`src/rtl/pipe_hazard_ctrl.sv`:
```
// Hazard and sequencing controller for the five-stage RV32 pipeline; all state moves on the negedge.
// Define PIPE_CTRL_PERF_EN to build the saturating stall/flush performance counters.
module pipe_hazard_ctrl #(
   parameter int unsigned DRAIN_CYCLES = 3,
   parameter int unsigned MEM_TIMEOUT  = 255,
   parameter int unsigned CNT_W        = 32
) (
   input  logic             clk_i,
   input  logic             rst_ni,
   input  logic [4:0]       id_rs1_i,
   input  logic [4:0]       id_rs2_i,
   input  logic             id_use_rs1_i,
   input  logic             id_use_rs2_i,
   input  logic [4:0]       ex_rd_i,
   input  logic             ex_mem_read_i,
   input  logic             ex_redirect_i,
   input  logic             mem_req_i,
   input  logic             mem_ready_i,
   input  logic             halt_req_i,
   output logic             pc_we_o,
   output logic             ifid_we_o,
   output logic             ifid_flush_o,
   output logic             idex_we_o,
   output logic             idex_flush_o,
   output logic             exmem_we_o,
   output logic             exmem_flush_o,
   output logic             memwb_we_o,
   output logic             memwb_flush_o,
   output logic             halted_o,
   output logic             mem_timeout_o,
   output logic [CNT_W-1:0] stall_cycles_o,
   output logic [CNT_W-1:0] flush_events_o
);

   localparam int unsigned DrainW = (DRAIN_CYCLES > 0) ? $clog2(DRAIN_CYCLES + 1) : 1;
   localparam logic [DrainW-1:0] DrainLoad = DrainW'(DRAIN_CYCLES);
   // Stall cycle on which the incremented wait count reaches MEM_TIMEOUT.
   localparam logic [15:0] TimeoutLast = 16'(MEM_TIMEOUT - 1);

   typedef enum logic [1:0] {StRun, StHaltDrain, StHalted, StFault} state_e;

   state_e             state_q, state_d;
   logic [15:0]        wait_cnt_q, wait_cnt_d;
   logic [DrainW-1:0]  drain_cnt_q, drain_cnt_d;
   logic               mem_timeout_q, mem_timeout_d;

   logic mem_stall;
   logic load_use;

   assign mem_stall = mem_req_i & ~mem_ready_i;
   assign load_use  = ex_mem_read_i & (ex_rd_i != 5'd0) &
                      ((id_use_rs1_i & (id_rs1_i == ex_rd_i)) |
                       (id_use_rs2_i & (id_rs2_i == ex_rd_i)));

   // Pipeline register and PC controls.
   always_comb begin
      pc_we_o       = 1'b1;
      ifid_we_o     = 1'b1;
      ifid_flush_o  = 1'b0;
      idex_we_o     = 1'b1;
      idex_flush_o  = 1'b0;
      exmem_we_o    = 1'b1;
      exmem_flush_o = 1'b0;
      memwb_we_o    = 1'b1;
      memwb_flush_o = 1'b0;
      halted_o      = 1'b0;
      case (state_q)
         StRun, StHaltDrain: begin
            if (mem_stall) begin
               pc_we_o       = 1'b0;
               ifid_we_o     = 1'b0;
               idex_we_o     = 1'b0;
               exmem_we_o    = 1'b0;
               memwb_flush_o = 1'b1;
            end else if (ex_redirect_i) begin
               // A coincident load-use belongs to the wrong path and is dropped.
               ifid_flush_o = 1'b1;
               idex_flush_o = 1'b1;
            end else if (load_use) begin
               pc_we_o      = 1'b0;
               ifid_we_o    = 1'b0;
               idex_flush_o = 1'b1;
            end else if (state_q == StHaltDrain) begin
               // Stop fetching; the PC keeps the first unissued address.
               pc_we_o      = 1'b0;
               ifid_flush_o = 1'b1;
            end
         end
         StHalted, StFault: begin
            pc_we_o    = 1'b0;
            ifid_we_o  = 1'b0;
            idex_we_o  = 1'b0;
            exmem_we_o = 1'b0;
            memwb_we_o = 1'b0;
            halted_o   = 1'b1;
         end
         default: ;
      endcase
      if (!rst_ni) begin
         pc_we_o       = 1'b0;
         ifid_we_o     = 1'b0;
         ifid_flush_o  = 1'b0;
         idex_we_o     = 1'b0;
         idex_flush_o  = 1'b0;
         exmem_we_o    = 1'b0;
         exmem_flush_o = 1'b0;
         memwb_we_o    = 1'b0;
         memwb_flush_o = 1'b0;
         halted_o      = 1'b0;
      end
   end

   always_comb begin
      state_d       = state_q;
      wait_cnt_d    = '0;
      drain_cnt_d   = drain_cnt_q;
      mem_timeout_d = mem_timeout_q;
      case (state_q)
         StRun, StHaltDrain: begin
            if (mem_stall) begin
               wait_cnt_d = wait_cnt_q + 16'd1;
            end
            if (mem_stall && (wait_cnt_q >= TimeoutLast)) begin
               state_d       = StFault;
               mem_timeout_d = 1'b1;
            end else if (state_q == StRun) begin
               if (halt_req_i && !mem_stall) begin
                  state_d     = (DRAIN_CYCLES == 0) ? StHalted : StHaltDrain;
                  drain_cnt_d = DrainLoad;
               end
            end else if (!halt_req_i) begin
               state_d = StRun;
            end else if (mem_stall) begin
               drain_cnt_d = drain_cnt_q;
            end else if (ex_redirect_i || load_use) begin
               // New instructions still have to retire: restart the drain window.
               drain_cnt_d = DrainLoad;
            end else if (drain_cnt_q <= DrainW'(1)) begin
               state_d     = StHalted;
               drain_cnt_d = '0;
            end else begin
               drain_cnt_d = drain_cnt_q - DrainW'(1);
            end
         end
         StHalted: begin
            if (!halt_req_i) begin
               state_d = StRun;
            end
         end
         default: ;
      endcase
   end

   always_ff @(negedge clk_i or negedge rst_ni) begin
      if (!rst_ni) begin
         state_q       <= StRun;
         wait_cnt_q    <= '0;
         drain_cnt_q   <= '0;
         mem_timeout_q <= 1'b0;
      end else begin
         state_q       <= state_d;
         wait_cnt_q    <= wait_cnt_d;
         drain_cnt_q   <= drain_cnt_d;
         mem_timeout_q <= mem_timeout_d;
      end
   end

   assign mem_timeout_o = mem_timeout_q;

`ifdef PIPE_CTRL_PERF_EN
   logic             active;
   logic             stall_evt;
   logic             flush_evt;
   logic [CNT_W-1:0] stall_cnt_q, stall_cnt_d;
   logic [CNT_W-1:0] flush_cnt_q, flush_cnt_d;

   assign active    = (state_q == StRun) || (state_q == StHaltDrain);
   assign stall_evt = active & (mem_stall | (~ex_redirect_i & load_use));
   assign flush_evt = active & ~mem_stall & ex_redirect_i;

   always_comb begin
      stall_cnt_d = stall_cnt_q;
      flush_cnt_d = flush_cnt_q;
      if (stall_evt && (stall_cnt_q != '1)) begin
         stall_cnt_d = stall_cnt_q + CNT_W'(1);
      end
      if (flush_evt && (flush_cnt_q != '1)) begin
         flush_cnt_d = flush_cnt_q + CNT_W'(1);
      end
   end

   always_ff @(negedge clk_i or negedge rst_ni) begin
      if (!rst_ni) begin
         stall_cnt_q <= '0;
         flush_cnt_q <= '0;
      end else begin
         stall_cnt_q <= stall_cnt_d;
         flush_cnt_q <= flush_cnt_d;
      end
   end

   assign stall_cycles_o = stall_cnt_q;
   assign flush_events_o = flush_cnt_q;
`else
   assign stall_cycles_o = '0;
   assign flush_events_o = '0;
`endif

endmodule

```
`config.mk`:
```
export PLATFORM = sky130hd
export DESIGN_NAME = pipe_hazard_ctrl
export DESIGN_NICKNAME = d
export VERILOG_FILES = /design/src/rtl/pipe_hazard_ctrl.sv
export SDC_FILE = /design/constraint.sdc
export NUM_CORES = 1
export LEC_CHECK = 0
export ABC_AREA = 1
export BUFFER_PORTS_ARGS = -buffer_cell sky130_fd_sc_hd__buf_2
export CAP_MARGIN = 20
export CORE_UTILIZATION = 46
export DETAILED_ROUTE_END_ITERATION = 16
export PLACE_DENSITY = 0.79
export SLEW_MARGIN = 20
export SYNTH_ARGS = -nofsm -noshare
export SYNTH_HDL_FRONTEND = slang
export SYNTH_SLANG_ARGS = --single-unit
```
`constraint.sdc`:
```
create_clock -name clk_i -period 2 [get_ports clk_i]
set_clock_uncertainty 0.15 [all_clocks]
set_input_delay 0.1 -clock clk_i [delete_from_list [all_inputs] [get_ports clk_i]]
set_output_delay 0.1 -clock clk_i [all_outputs]
set_load 0.02 [all_outputs]
```
; Yosys cells after proc, flatten, opt, wreduce, memory -nomap -nowiden
; Cells that the tools add are included.
[op_classes]
bitwise_logic = 8
add_sub_neg = 2
n_reduce_logical = 13
mux = 49
eq_ne = 12
magnitude_cmp = 2
[op_table]
columns = cell, count
row1 = 16-bit two-way mux, 2
row2 = 1-bit two-way mux, 29
row3 = 2-bit two-way mux, 14
row4 = "16-bit by 1-bit adder with 16-bit output, second input constant", 1
row5 = "16-bit by 8-bit greater-or-equal comparator with 1-bit output, second input constant", 1
row6 = "5-bit inequality test, second input constant", 3
row7 = 5-bit equality test, 2
row8 = 1-bit one-hot mux with 2 select lines, 3
row9 = 6-bit AND reduction, 1
row10 = 1-bit bitwise AND, 5
row11 = 5-bit AND reduction, 1
row12 = 5-bit nonzero test, 1
row13 = "2-bit equality test, second input constant", 2
row14 = "2-bit by 1-bit inequality test with 1-bit output, second input constant", 2
row15 = "4-bit inequality test, second input constant", 1
row16 = 2-bit one-hot mux with 2 select lines, 1
row17 = 2-bit nonzero test, 2
row18 = 2-bit OR reduction, 2
row19 = "2-bit by 1-bit equality test with 1-bit output, second input constant", 1
row20 = "2-bit by 1-bit <= comparator with 1-bit output, second input constant", 1
row21 = 1-bit logical AND, 2
row22 = 2-bit logical NOT, 1
row23 = "2-bit inequality test, second input constant", 1
row24 = 1-bit NOT, 2
row25 = other kinds (5), 5
[word_totals]
word_cells = 90
output_inout_bits = 75
ff_bits = 21

; Logic depth before layout (Yosys ltp)
[depth]
word_depth = 11
ltp_mapped = 13
ltp_nobuf = 13

==> impl_metrics.env <==
export IMPL_status="finished with violations"
export IMPL_failed_checks="negative setup slack"
export IMPL_powerDensity_nw_per_um2=686
export IMPL_crit_type="flip-flop to output pin"
export IMPL_floorplan_rows=23
export IMPL_all_layer_gr_usage_pct=18.8
export IMPL_startpoint_type="flip-flop"
export IMPL_core_region_area_sq_um=4060
export IMPL_dpl_hpwl_um=2950
export IMPL_sequential_cell_area_sq_um=526
export IMPL_synth_top_flop_cell="dfrtn_1"
export IMPL_final_net_count=385
export IMPL_max_vdd_ir_drop_mv=0.376
export IMPL_firstDrtPassIters=4
export IMPL_synth_most_common_cell="buf_4"
export IMPL_htreeDepth=1
export IMPL_synth_area_per_cell_sq_um=6.69
export IMPL_synth_edff_count=0
export IMPL_area_growth_synth_to_final_pct=30.5
export IMPL_final_critical_path_setup_slack_ns=-0.542
export IMPL_hold_path_class="flip-flop to flip-flop"
export IMPL_boundaryPins=99
export IMPL_die_y_um=67.4
export IMPL_layout_filler_cells=337
export IMPL_synth_commonest_cells="66 x buf_4, 65 x nand2_1, 38 x inv_1"
export IMPL_overall_via_count_from_detail_route=1837
export IMPL_dpl_worst_slack_ns=-0.367
export IMPL_crit_path_max_fanout=4
export IMPL_initial_utilization_pct=48.4
export IMPL_drv_max_cap_violation_count=0
export IMPL_insertion_delay_ns=0.28
export IMPL_wire_length_of_the_first_global_routing_pass_um=6420
export IMPL_stdcell_count=408
export IMPL_synth_seq_area_share_pct=26.7
export IMPL_timing_critical_path_required_ns=1.75
export IMPL_netlist_cell_type_count=28
export IMPL_pin_count_of_the_biggest_net_entering_global_routing=18
export IMPL_initialDrtViolationCount=56
export IMPL_clock_sink_count=21
export IMPL_cts_hold_buf=0
export IMPL_yosys_area_top_type_share_pct=26.7
export IMPL_setup_viol=11
export IMPL_avgRoutedWirePerCell_um=10.6
export IMPL_unrepaired_setup_endpoints_after_global_routing="true"
export IMPL_clk_transition_reported_paths_ns=0.05
export IMPL_gr_total_overflow=0
export IMPL_routed_wl_um=4330
export IMPL_synth_async_sr_flop_share_pct=100
export IMPL_hold_viol=0
export IMPL_synthesis_area_sq_um=1970
export IMPL_end_kind="output pin"
export IMPL_vias_per_instance=4.50
export IMPL_grt_antenna_before_repair=0
export IMPL_drt_drc_violations_left=0
export IMPL_clock_tree_root_cell="clkbuf_8"
export IMPL_finalSetupTns_ns=-4.50
export IMPL_cts_buffers=3
export IMPL_power_static_leakage_nw=1.39
export IMPL_report_power_total_mw=1.76
export IMPL_fp_dieArea_sq_um=4540
export IMPL_synth_area_top_cells="dfrtn_1 27%, buf_4 25%, nand2_1 12%"
export IMPL_insertedDiodeCount=0
export IMPL_drive_above_1_share_pct=37.2
export IMPL_multiInputGateArea_sq_um=1170
export IMPL_tritoncts="built"
export IMPL_die_x_um=67.4
export IMPL_cts_max_path_buffers=2
export IMPL_report_final_slew_viol_count=0
export IMPL_buffer_ports_inserted=33
export IMPL_yosys_register_bits=21
export IMPL_gp_routability_congestion=0.845
export IMPL_synthCells=294
export IMPL_number_of_placed_instances_with_taps_included=392
export IMPL_ys_warnings_count=0
export IMPL_synth_largest_area_cell="dfrtn_1"
export IMPL_vias_in_the_first_global_route=1551
export IMPL_worst_ep_arrival_time_ns=2.29
export IMPL_drtAntennaViolNets=0
state kept, by name, summed over array words and instances, names as in the netlist:
register,cells
drain_cnt_q,2
mem_timeout_o,1
wait_cnt_q,16
state_q,2
critical path, cell delays in order (launching register included):
cell	delay, ns
dfrtn_1	0.40
nor2_4	0.14
nand2_4	0.07
inv_4	0.06
nand2_4	0.07
a21oi_4	0.13
buf_6	0.13
per-stage QoR:
step / hold slack (ns) / instance area (sq um) / utilization, %
3_3_place_gp: 0.231 / 2180 / 53.7
6_report: 0.239 / 2560 / 63.2
5_1_grt: 0.260 / 2560 / 63.2
3_5_place_dp: 0.237 / 2180 / 53.7
2_1_floorplan: 0.179 / 2320 / -
4_1_cts: 0.238 / 2420 / 59.7
area by class of cell:
type / instances / area share (%)
Inverter: 43 / 8.29
Multi-Input combinational cell: 227 / 45.6
Clock buffer: 3 / 1.61
Sequential cell: 21 / 20.5
Clock inverter: 1 / 0.195
Timing Repair Buffer: 63 / 21.4
Tap cell: 50 / 2.44
cells in the final DEF (no fill, tap or decap), types with 2 or more instances in the layout:
master	netlist	routed
clkinv_2	1	2
nor2_2	5	8
a21oi_1	13	10
nor2_4	2	4
inv_1	38	24
buf_4	66	28
o21ai_1	1	3
buf_8	0	5
o21ai_0	7	5
dfrtn_1	21	21
nand3_1	11	9
o21a_1	3	3
nand4_1	2	2
nor2_1	35	30
buf_6	1	18
conb_1	1	65
nand3_4	1	2
clkbuf_8	0	3
ha_1	2	2
inv_4	0	3
nand2_4	0	5
inv_2	4	9
nor3_1	4	4
nand2_1	65	41
nand2_2	3	22
inv_8	0	5
a21oi_4	0	3
o22ai_1	2	2
nand3_2	1	2
buf_2	0	12
metal layers:
layer / GRT usage (%) / vias up / wire length, um
li1: - / 904 / -
met3: 2.53 / 18 / 214
met5: 0 / - / 0
met1: 20.9 / 826 / 1750
met4: 8.51 / 0 / 142
met2: 35.0 / 89 / 2220
path summary, 6_finish.rpt:
| kind | from | to | slack (ns) | depth (start not counted) |
|---|---|---|---|---|
| hold reg to reg | wait_cnt_q[0] | wait_cnt_q[0] | 0.24 | 1 |
| min in group asynchronous | rst_ni | wait_cnt_q[11] | 0.47 | 1 |
| max in group asynchronous | rst_ni | mem_timeout_o | 0.76 | 2 |
| hold / removal | wait_cnt_q[0] | wait_cnt_q[0] | 0.24 | 1 |
| setup reg to reg | state_q[1] | state_q[1] | 0.15 | 13 |
| setup / recovery | state_q[1] | ifid_flush_o | -0.54 | 6 |
cells by family (layout without fill, tap and decap cells):
kind of cell	count (synthesis)	after routing	share of synthesized area, %
compound gates	31	31	9.10
fa+ha+maj	2	2	1.27
buf+inv	110	110	34.1
flops	21	21	26.7
other cells	1	65	0.191
simple gates	129	129	28.6
where the power goes:
part | switching [mW] | internal [mW] | total [mW]
clock network | 0.148 | 0.139 | 0.287
logic | 0.548 | 0.418 | 0.965
registers | 0.0380 | 0.469 | 0.507
total | 0.734 | 1.03 | 1.76
repair_timing:
| action | in CTS | in global routing |
|---|---|---|
| buffers inserted | 13 | 2 |
| endpoints found under the setup margin | 12 | 14 |
| pin swaps | 7 | 25 |
| cloned | 0 | 0 |
| gates resized for setup | 35 | 48 |
No activity file was read; power rests on OpenSTA's default activity.
